===== src/rtl/irrigation_scheduler.sv =====
// Tank/soil driven drip and sprinkler scheduler with debounced sensors.
// Build option DISP_AUTO_TOGGLE_EN: free-running display toggle instead of S.
module irrigation_scheduler #(
  parameter int DEB_CYC  = 4,
  parameter int MIN_ON   = 16,
  parameter int MAX_ON   = 64,
  parameter int COOL_CYC = 8,
  parameter int DISP_CYC = 32
) (
  input  logic       clk,
  input  logic       rst_n,
  input  logic       H,
  input  logic       M,
  input  logic       L,
  input  logic       Ua,
  input  logic       Us,
  input  logic       T,
  input  logic       S,
  output logic       Bs,
  output logic       Vs,
  output logic       E,
  output logic       Al,
  output logic       tout,
  output logic       disp_sel,
  output logic [2:0] state
);

  localparam int RW = (MAX_ON > 1) ? $clog2(MAX_ON) : 1;
  localparam int CW = (COOL_CYC > 1) ? $clog2(COOL_CYC) : 1;
  localparam int DW = (DEB_CYC > 1) ? $clog2(DEB_CYC) : 1;

  localparam logic [RW-1:0] RUN_MAX  = RW'(MAX_ON - 1);
  localparam logic [RW-1:0] RUN_MIN  = RW'(MIN_ON - 1);
  localparam logic [CW-1:0] COOL_END = CW'(COOL_CYC - 1);
  localparam logic [DW-1:0] DEB_END  = DW'(DEB_CYC - 1);

  typedef enum logic [2:0] {
    IDLE  = 3'd0,
    DRIP  = 3'd1,
    SPRAY = 3'd2,
    COOL  = 3'd3,
    FAULT = 3'd4
  } st_t;

  st_t st;

  logic [5:0]    raw;
  logic [5:0]    meta;
  logic [5:0]    sync;
  logic [5:0]    deb;
  logic [DW-1:0] dcnt [6];

  assign raw = {H, M, L, Ua, Us, T};

  // Debounce counter tracks how long sync has disagreed with deb
  always_ff @(posedge clk) begin
    if (!rst_n) begin
      meta <= '0;
      sync <= '0;
      deb  <= '0;
      dcnt <= '{default: '0};
    end else begin
      meta <= raw;
      sync <= meta;
      for (int i = 0; i < 6; i++) begin
        if (sync[i] == deb[i]) begin
          dcnt[i] <= '0;
        end else if (dcnt[i] == DEB_END) begin
          deb[i]  <= sync[i];
          dcnt[i] <= '0;
        end else begin
          dcnt[i] <= dcnt[i] + 1'b1;
        end
      end
    end
  end

  logic hd, md, ld, uad, usd, td;
  logic err, alm, drip_req, spray_req, run_req;

  assign {hd, md, ld, uad, usd, td} = deb;

  assign err       = (hd & ~md) | (md & ~ld);
  assign alm       = err | ~ld;
  assign drip_req  = ~usd & (~uad | (~td & md));
  assign spray_req = ~usd & uad & (td | ~md);
  assign run_req   = (st == DRIP) ? drip_req : spray_req;

  logic [RW-1:0] run_cnt;
  logic [CW-1:0] cool_cnt;

  always_ff @(posedge clk) begin
    if (!rst_n) begin
      st       <= IDLE;
      Bs       <= 1'b0;
      Vs       <= 1'b0;
      E        <= 1'b0;
      Al       <= 1'b0;
      tout     <= 1'b0;
      run_cnt  <= '0;
      cool_cnt <= '0;
    end else begin
      E  <= err;
      Al <= alm;
      unique case (st)
        IDLE: begin
          if (alm) begin
            st <= FAULT;
          end else if (drip_req) begin
            st      <= DRIP;
            Bs      <= 1'b1;
            run_cnt <= '0;
            tout    <= 1'b0;
          end else if (spray_req) begin
            st      <= SPRAY;
            Vs      <= 1'b1;
            run_cnt <= '0;
            tout    <= 1'b0;
          end
        end
        DRIP, SPRAY: begin
          if (alm) begin
            st <= FAULT;
            Bs <= 1'b0;
            Vs <= 1'b0;
          end else if (run_cnt == RUN_MAX) begin
            st       <= COOL;
            Bs       <= 1'b0;
            Vs       <= 1'b0;
            tout     <= 1'b1;
            cool_cnt <= '0;
          end else if (run_cnt >= RUN_MIN && !run_req) begin
            st       <= COOL;
            Bs       <= 1'b0;
            Vs       <= 1'b0;
            cool_cnt <= '0;
          end else begin
            run_cnt <= run_cnt + 1'b1;
          end
        end
        COOL: begin
          if (alm) begin
            st <= FAULT;
          end else if (cool_cnt == COOL_END) begin
            st <= IDLE;
          end else begin
            cool_cnt <= cool_cnt + 1'b1;
          end
        end
        FAULT: begin
          if (!alm) begin
            st <= IDLE;
          end
        end
        default: begin
          st <= FAULT;
          Bs <= 1'b0;
          Vs <= 1'b0;
        end
      endcase
    end
  end

  assign state = st;

`ifdef DISP_AUTO_TOGGLE_EN
  localparam int TW = (DISP_CYC > 1) ? $clog2(DISP_CYC) : 1;
  localparam logic [TW-1:0] TOG_END = TW'(DISP_CYC - 1);

  logic [TW-1:0] tcnt;

  always_ff @(posedge clk) begin
    if (!rst_n) begin
      tcnt     <= '0;
      disp_sel <= 1'b0;
    end else if (st == FAULT) begin
      tcnt     <= '0;
      disp_sel <= 1'b0;
    end else if (tcnt == TOG_END) begin
      tcnt     <= '0;
      disp_sel <= ~disp_sel;
    end else begin
      tcnt <= tcnt + 1'b1;
    end
  end
`else
  logic s_meta;

  // disp_sel is the second synchronizer flop for S
  always_ff @(posedge clk) begin
    if (!rst_n) begin
      s_meta   <= 1'b0;
      disp_sel <= 1'b0;
    end else begin
      s_meta   <= S;
      disp_sel <= s_meta;
    end
  end
`endif

endmodule


===== config.mk =====
export PLATFORM = sky130hd
export DESIGN_NAME = irrigation_scheduler
export DESIGN_NICKNAME = d
export VERILOG_FILES = /design/src/rtl/irrigation_scheduler.sv
export SDC_FILE = /design/constraint.sdc
export NUM_CORES = 1
export LEC_CHECK = 0
export CAP_MARGIN = 20
export CORE_MARGIN = 2
export CORE_UTILIZATION = 45
export CTS_CLUSTER_DIAMETER = 40
export DETAILED_ROUTE_END_ITERATION = 10
export GPL_TIMING_DRIVEN = 0
export PLACE_DENSITY = 0.62
export SYNTH_ARGS = -nofsm -noshare
export SYNTH_HDL_FRONTEND = slang
export SYNTH_SLANG_ARGS = --single-unit

===== constraint.sdc =====
create_clock -name clk -period 2.3 [get_ports clk]
set_input_delay 0.23 -clock clk [delete_from_list [all_inputs] [get_ports clk]]
set_output_delay 0.23 -clock clk [all_outputs]
set_load 0.005 [all_outputs]

==> results of run 1 <==
## critical path, delay by kind of cell (launching register included)
| kind | cells | cell delay [ps] |
|---|---|---|
| AOI/OAI and AO/OA | 4 | 1020 |
| and+or+nand+nor | 2 | 570 |
| DFF | 1 | 340 |
| adders and majority gates | 1 | 190 |
## metal layers
layer  vias up  wire length (um)
met5         -                 0
met2        27              1690
li1        829                 -
met4         0                31
met3         2               153
met1       720              1990
## cell type report
cell class,instances,area [um^2]
inverter,5,18.8
timing repair buffer,17,170
clock inverter,1,7.51
sequential,49,983
clock buffer,6,82.6
fill,433,2160
buffer,9,35.0
multi-input combinational,153,1110
tap,54,67.6
## sequential cells by signal, summed over array words and instances (netlist names)
name / cells
disp_sel: 1
E: 1
cool_cnt: 3
tout: 1
meta: 6
dcnt: 12
s_meta: 1
sync: 6
state: 3
run_cnt: 6
deb: 6
Vs: 1
Al: 1
Bs: 1
## placed cells by master, fill, tap and decap left out, types with 2 or more instances in the layout
cell type and instances:
dfxtp_1 47, nor2_1 18, clkdlybuf4s50_1 17, and2_1 15, a21oi_1 12, clkbuf_1 8, ha_1 8, nand2_1 7
o21ai_0 6, xnor2_1 6, nor4_1 6, mux2i_1 6, nor4b_1 6, clkbuf_8 6, inv_1 5, nand3_1 5
a21o_1 5, and3_1 4, a211oi_1 4, o2111ai_1 3, xor2_1 3, nor2b_1 3, a21boi_0 2, a31oi_1 2
nor3_1 2, nand2b_1 2, o211a_1 2, o21a_1 2, a2111o_1 2, dfxtp_2 2
## kinds of logic (layout without fill, tap and decap cells)
family,after synthesis,in the layout,share of synthesized area
buffers and inverters,15,38,0.0276
muxes,7,7,0.0335
adders and majority gates,9,9,0.0528
and+or+nand+nor,79,79,0.222
DFF,49,49,0.460
AOI/OAI and AO/OA,49,49,0.167
xor gates and xnor gates,9,9,0.0370
## power by group through the flow
stage	logic [mW]	registers (mW)	clock network [mW]
floorplan	0.0634	0.898	0
finish	0.110	0.878	0.503
detailed placement	0.108	0.899	0
global placement	0.108	0.899	0
global route	0.122	0.882	0.559
CTS	0.109	0.879	0.523
## worst max path at each step
stage                                  from               endpoint  slack (ps)  cells past startpoint
CTS                 run_cnt[0]$_SDFFE_PN0P_  state[0]$_SDFFE_PN0P_          40                      8
global placement    run_cnt[0]$_SDFFE_PN0P_  state[0]$_SDFFE_PN0P_          60                      8
finish              run_cnt[0]$_SDFFE_PN0P_  state[0]$_SDFFE_PN0P_          90                      7
detailed placement  run_cnt[0]$_SDFFE_PN0P_  state[0]$_SDFFE_PN0P_          70                      8
global route        run_cnt[0]$_SDFFE_PN0P_  state[0]$_SDFFE_PN0P_          30                      7
floorplan           run_cnt[0]$_SDFFE_PN0P_  state[0]$_SDFFE_PN0P_         200                      8
## per-stage QoR
stage / std cells / setup slack [ps] / instance area, um^2
5_1_grt: 294 / 29.6 / 2470
4_1_cts: 295 / 41.6 / 2460
3_3_place_gp: 288 / 55.2 / 2370
3_5_place_dp: 288 / 70.7 / 2370
6_report: 294 / 86.8 / 2470
2_1_floorplan: 217 / 201 / 2130
==> flow_metrics.tcl, run 1 <==
set metrics [dict create \
    status "complete, no violations" \
    finalCritPeriodShare 0.962 \
    use_met1 0.219 \
    relSlewSlack 0.504 \
    r2r_slack_ps 90 \
    r2r_end "state[0]$_SDFFE_PN0P_" \
    vias_per_cell 5.37 \
    leakagePower_nw 0.952 \
    hold_start "dcnt[10]$_SDFF_PP0_" \
    crit_type "flip-flop to flip-flop" \
    htree_num_levels 2 \
    worstPathArrival_ps 2400 \
    tns_ps 0 \
    ios 18 \
    cts_hold_buf 0 \
    power.share.sequential 0.589 \
    synth_top_area_share 0.460 \
    fin_skew_ps 7.07 \
    swShare 0.222 \
    synth.most_common_cell "dfxtp_1" \
    path_cells "ha_2, and3_4, or3_4, a2111o_1, a31oi_2, a211oi_1, o221a_1" \
    combinationalPowerShare 0.074 \
    clk_pin_slew_worst_paths_ps 90 \
    antenna_cells 0 \
    firstDrtPassIters 4 \
    clk_root_buffer_cell "clkbuf_8" \
    drt_wl_total_um 3870 \
    hold_class "flip-flop to flip-flop" \
    die_area_um2 5300 \
    ys_warn_count 0 \
    synth_enable_flop_cells 0 \
    min_path_cells 1 \
    fmax_mhz 452 \
    post-route-util 0.534 \
    place.gp.congestion 0.866 \
    holdPathEnd "dcnt[10]$_SDFF_PP0_" \
    hold_viol_final 0 \
    met3_usage 0.0428 \
    slowest_delay_ps 470 \
    power.density_nw_per_um2 603 \
    post_cts_buffers 0 \
    grt_usage 0.153 \
    synth_common_cells "49 x dfxtp_1, 18 x nor2_1, 15 x and2_1" \
    antenna_found_initial 0 \
    rr_startpoint "run_cnt[0]$_SDFFE_PN0P_" \
    rows 25 \
    gr-total-overflow 0 \
    die_h_um 72.8 \
    cp_slowest_cell "a2111o_1" \
    drc 0 \
    maxCapViolCount 0 \
    core_area_um2 4630 \
    yosysUniqueCellTypes 48 \
    grt_pass1_vias 1368 \
    peakVddDrop_uv 271 \
    use_met2 0.222 \
    internal_power_mw 1.16 \
    final_nets 258 \
    synth_ff_type "dfxtp_1" \
    cp_max_fo 6 \
    clock_sinks 49 \
    synthTopCellsByArea "dfxtp_1 46%, ha_1 5.3%, and2_1 4.4%" \
    synth_top_cell_by_area "dfxtp_1" \
    p_sw_mw 0.331 \
    grt_max_degree 15 \
    cp.required_ps 2490 \
    power_mw 1.49 \
    tritoncts "done" \
    dp_hpwl_um 2770 \
    die_w_um 72.8 \
    place.port_buffers 17 \
    whs_ps 428 \
    ff2ff_path_depth 7 \
    start_kind "flip-flop" \
    max_slew.worst_pin.slew_ps 734 \
    netlist_area_um2 2130 \
    rsz0062_at_grt "false" \
    start_util 0.461 \
    endpoint_kind "flip-flop" \
    syn_inst 217 \
    synth_seq_cells 49 \
    insertion_delay_ps 290 \
    clockBufferDepth 2 \
    drive_gt1_frac 0.100 \
    period_needed_ps 2210 \
    drv_slew 0 \
    cts_buffers 5 \
    num_vias 1578 \
    ys_async_sr_fraction 0 \
    post_cts_resized 0 \
    antenna_left 0 \
    power.share.clock 0.337 \
    grt_busiest_layer "met2" \
    grt_pass1_wl_um 6280 \
    area_delta_synth_final_pct 15.9 \
    ys_seq_area_frac 0.460 \
    drtIter0Drc 51 \
    wl_per_cell_um 13.2 \
    finalSetupViolations 0 \
    syn_area_per_cell_um2 9.83 \
    syn-num-nets 235 \
]
No activity file was read; power rests on OpenSTA's default activity.
==> run 2, diff against run 1 <==
Settings changed: SETUP_SLACK_MARGIN from default to 0.4.
==> flow_metrics.tcl, run 2 (synthesis results as in run 1) <==
set metrics [dict create \
    leakagePower_nw 1.02 \
    largest_register_ffs 12 \
    met3_usage 0.0414 \
    nFillCells 446 \
    antenna_found_initial 0 \
    hold_class "flip-flop to flip-flop" \
    drv_slew 0 \
    power.density_nw_per_um2 571 \
    clk_pin_slew_worst_paths_ps 90 \
    finalSetupViolations 0 \
    maxCapViolCount 0 \
    rsz0062_at_grt "true" \
    r2r_slack_ps 150 \
    cp_max_fo 5 \
    place.port_buffers 17 \
    r2r_end "state[0]$_SDFFE_PN0P_" \
    clockBufferDepth 2 \
    worstPathArrival_ps 2340 \
    status "complete, no violations" \
    drt_wl_total_um 4130 \
    htree_num_levels 2 \
    relSlewSlack 0.460 \
    start_util 0.461 \
    use_met2 0.249 \
    insertion_delay_ps 290 \
    grt_pass1_vias 1475 \
    mostFrequentLayoutCell "dfxtp_1" \
    core_area_um2 4630 \
    hold_viol_final 0 \
    ios 18 \
    drive_gt1_frac 0.181 \
    clk_root_buffer_cell "clkbuf_8" \
    grt_max_degree 16 \
    fmax_mhz 466 \
    max_flop_register "dcnt" \
    endpoint_kind "flip-flop" \
    cts_buffers 5 \
    cp-endpoint "state[0]$_SDFFE_PN0P_" \
    max_slew.worst_pin.slew_ps 799 \
    drc 0 \
    crit_type "flip-flop to flip-flop" \
    cp.required_ps 2490 \
    rr_startpoint "run_cnt[0]$_SDFFE_PN0P_" \
    ff2ff_path_depth 8 \
    drtIter0Drc 85 \
    place.gp.congestion 0.862 \
    layout_common_cells "43 x dfxtp_1, 18 x nor2_1, 17 x clkdlybuf4s50_1, 15 x and2_1, 10 x a21oi_1" \
    final_nets 266 \
    power_mw 1.50 \
    num_vias 1653 \
    die_area_um2 5300 \
    area_delta_synth_final_pct 23.1 \
    start_kind "flip-flop" \
    grt_pass1_wl_um 6840 \
    dp_hpwl_um 2860 \
    vias_per_cell 5.46 \
    clock_sinks 49 \
    finalCritPeriodShare 0.934 \
    die_w_um 72.8 \
    grt_busiest_layer "met2" \
    die_h_um 72.8 \
    wl_per_cell_um 13.6 \
    rows 25 \
    gr-total-overflow 0 \
    tns_ps 0 \
    grt_usage 0.167 \
    antenna_cells 0 \
    peakVddDrop_uv 355 \
    use_met1 0.238 \
    cp-startpoint "run_cnt[0]$_SDFFE_PN0P_" \
    tritoncts "done" \
    period_needed_ps 2150 \
    fin_skew_ps 2.89 \
    antenna_left 0 \
    firstDrtPassIters 4 \
]
## run 2: changes by cell type in the layout (fill, tap and decap cells not counted), sizes merged
cell	change
clkinv	+1
clkinvlp	-1
buf	+9
inv	+1
clkbuf	-1
## run 2: worst min path at each step
stage / from / end / slack (ps) / depth (start not counted)
6_report: dcnt[2]$_SDFF_PP0_ / dcnt[2]$_SDFF_PP0_ / 430 / 1
5_1_grt: dcnt[0]$_SDFF_PP0_ / dcnt[0]$_SDFF_PP0_ / 450 / 1
4_1_cts: dcnt[8]$_SDFF_PP0_ / dcnt[8]$_SDFF_PP0_ / 440 / 1
3_5_place_dp: meta[1]$_SDFF_PN0_ / sync[1]$_SDFF_PN0_ / 420 / 1
3_3_place_gp: meta[1]$_SDFF_PN0_ / sync[1]$_SDFF_PN0_ / 410 / 1
2_1_floorplan: T / meta[0]$_SDFF_PN0_ / 360 / 1
## run 2: report_power, final
group          leakage, nW  switching, mW  internal (mW)
combinational        0.570         0.0603         0.0590
sequential           0.402         0.0114          0.869
clock               0.0456          0.283          0.217
total                 1.02          0.354           1.14
## run 2: cell type report
class	instances	area, um^2	area share
multi-input combinational	153	1190	0.453
sequential	49	988	0.377
timing repair buffer	24	223	0.0849
clock buffer	6	72.6	0.0277
tap	54	67.6	0.0258
buffer	10	51.3	0.0196
inverter	5	18.8	0.00715
clock inverter	2	13.8	0.00525
## run 2: metrics by stage
stage | hold slack [ps] | worst slack [ps] | cell area (um^2) | cells | utilization
floorplan | 357 | 240 | 2140 | 217 | -
global placement | 415 | 97.8 | 2370 | 288 | 0.513
detailed placement | 418 | 109 | 2370 | 288 | 0.513
CTS | 437 | 152 | 2540 | 300 | 0.549
global route | 454 | 116 | 2620 | 303 | 0.567
finish | 429 | 152 | 2620 | 303 | 0.567
## run 2: what timing repair did
action | CTS | global route
hold endpoints to repair | 0 | 0
gates cloned | 0 | 0
setup endpoints to repair | 8 | 12
setup buffers | 4 | 3
hold buffers | 0 | 0
pin swaps | 3 | 4
gates resized for setup | 11 | 17
## run 2: worst max-delay path: stages (launching register included)
cell      delay [ps]
dfxtp_2          340
ha_4             160
and3_4           200
or3_4            330
buf_6            130
a2111o_1         390
a31oi_2          180
a211oi_1          70
o221a_1          240
## run 2: metal layers
layer  part of all wire  vias up
li1                   -      847
met1               0.50      762
met2               0.45       40
met3              0.043        4
met4             0.0082        0
met5                  0        -
==> run 3, diff against run 2 <==
Clock period 2.3 ns to 2.1 ns, I/O delays scaled along.
==> flow_metrics.tcl, run 3 (synthesis results as in run 1) <==
set metrics [dict create \
    maxCapViolCount 0 \
    place.gp.congestion 0.858 \
    max_slew.worst_pin.slew_ps 726 \
    final_nets 265 \
    period_needed_ps 2120 \
    tns_ps -21.9 \
    max_flop_register "dcnt" \
    core_area_um2 4630 \
    antenna_left 0 \
    power_mw 1.66 \
    r2r_end "state[0]$_SDFFE_PN0P_" \
    cts_hold_buf 0 \
    clock_sinks 49 \
    drt_wl_total_um 4210 \
    min_path_cells 1 \
    grt_usage 0.181 \
    gr-total-overflow 0 \
    cts_buffers 5 \
    endpoint_kind "flip-flop" \
    dp_hpwl_um 2890 \
    finalCritPeriodShare 1.01 \
    num_vias 1658 \
    antenna_found_initial 0 \
    path_cells "ha_4, and3_4, or3_4, buf_6, a2111o_1, a31oi_4, a211oi_1, o221a_1" \
    antenna_cells 0 \
    drv_slew 0 \
    area_delta_synth_final_pct 22.8 \
    grt_pass1_wl_um 7480 \
    start_kind "flip-flop" \
    violations "setup timing" \
    finalSetupViolations 1 \
    die_area_um2 5300 \
    relSlewSlack 0.509 \
    drive_gt1_frac 0.166 \
    cp.required_ps 2300 \
    place.port_buffers 17 \
    crit_type "flip-flop to flip-flop" \
    slowest_delay_ps 400 \
    hold_start "dcnt[2]$_SDFF_PP0_" \
    clockBufferDepth 2 \
    rows 25 \
    mostFrequentLayoutCell "dfxtp_1" \
    largest_register_ffs 12 \
    grt_pass1_vias 1630 \
    hold_viol_final 0 \
    status "complete, but fails checks" \
    worstPathArrival_ps 2320 \
    firstDrtPassIters 4 \
    tritoncts "done" \
    clk_root_buffer_cell "clkbuf_8" \
    layout_common_cells "46 x dfxtp_1, 18 x nor2_1, 17 x clkdlybuf4s50_1, 15 x and2_1, 11 x a21oi_1" \
    r2r_slack_ps -20 \
    clk_pin_slew_worst_paths_ps 90 \
    drc 0 \
    peakVddDrop_uv 410 \
    drtIter0Drc 135 \
    fin_skew_ps 5.36 \
    grt_max_degree 15 \
    htree_num_levels 2 \
    ff2ff_path_depth 8 \
    timing.final.ws_setup_ps -21.9 \
    rr_startpoint "run_cnt[0]$_SDFFE_PN0P_" \
    holdPathEnd "dcnt[2]$_SDFF_PP0_" \
    hold_class "flip-flop to flip-flop" \
    wl_per_cell_um 14.0 \
    fmax_mhz 471 \
    cp_slowest_cell "a2111o_1" \
    leakagePower_nw 1.01 \
    cp_max_fo 5 \
    ios 18 \
    rsz0062_at_grt "true" \
    post-route-util 0.565 \
    die_h_um 72.8 \
    power.density_nw_per_um2 633 \
    start_util 0.461 \
    insertion_delay_ps 300 \
    die_w_um 72.8 \
    vias_per_cell 5.51 \
]
[run 3: repair_timing]
action,4_1_cts,5_1_grt
pin swaps,11,1
endpoints found under the setup margin,14,14
buffers inserted,6,0
resized for setup,20,3
[run 3: worst max-delay path, delay by kind of cell, from the launching register on]
family / cells / cell delay [ps]
flops: 1 / 350
compound gates: 4 / 860
simple gates: 2 / 520
fa+ha+maj: 1 / 160
buf+inv: 1 / 130
[run 3: routing by layer]
metal | vias to the layer above | share of wire | track usage
li1 | 840 | - | -
met1 | 765 | 0.50 | 0.248
met3 | 14 | 0.045 | 0.0331
met4 | 0 | 0.028 | 0.0802
met5 | - | 0 | 0
met2 | 39 | 0.43 | 0.278
[run 3: worst max path at each step]
stage / startpoint / to / slack [ps] / cells after the start
floorplan: run_cnt[0]$_SDFFE_PN0P_ / state[0]$_SDFFE_PN0P_ / 40 / 8
global route: run_cnt[0]$_SDFFE_PN0P_ / state[0]$_SDFFE_PN0P_ / -120 / 8
finish: run_cnt[0]$_SDFFE_PN0P_ / state[0]$_SDFFE_PN0P_ / -20 / 8
detailed placement: run_cnt[0]$_SDFFE_PN0P_ / state[0]$_SDFFE_PN0P_ / -70 / 8
global placement: run_cnt[0]$_SDFFE_PN0P_ / state[0]$_SDFFE_PN0P_ / -90 / 8
CTS: run_cnt[0]$_SDFFE_PN0P_ / state[0]$_SDFFE_PN0P_ / -20 / 8
[run 3: final cells by class]
| cell class | count | area, um^2 |
|---|---|---|
| Inverter | 5 | 18.8 |
| Timing Repair Buffer | 23 | 223 |
| Multi-Input combinational cell | 153 | 1180 |
| Tap cell | 54 | 67.6 |
| Fill cell | 434 | 2010 |
| Clock inverter | 1 | 7.51 |
| Sequential cell | 49 | 985 |
| Buffer | 10 | 51.3 |
| Clock buffer | 6 | 82.6 |
[run 3: through the flow]
| step | setup WS [ps] | std cells | hold slack (ps) | area [um^2] |
|---|---|---|---|---|
| after floorplan | 39.7 | 217 | 337 | 2140 |
| after global placement | -92.3 | 288 | 412 | 2370 |
| after detailed placement | -74.6 | 288 | 421 | 2370 |
| after CTS | -15.0 | 301 | 433 | 2600 |
| after global routing | -118 | 301 | 456 | 2620 |
| final | -21.9 | 301 | 428 | 2620 |
[run 3: report_power, final]
| part | switching (mW) | internal, mW | total [mW] | leakage (nW) |
|---|---|---|---|---|
| registers | 0.0120 | 0.951 | 0.963 | 0.401 |
| clock network | 0.303 | 0.261 | 0.564 | 0.0433 |
| logic | 0.0673 | 0.0630 | 0.130 | 0.564 |
| total | 0.382 | 1.27 | 1.66 | 1.01 |
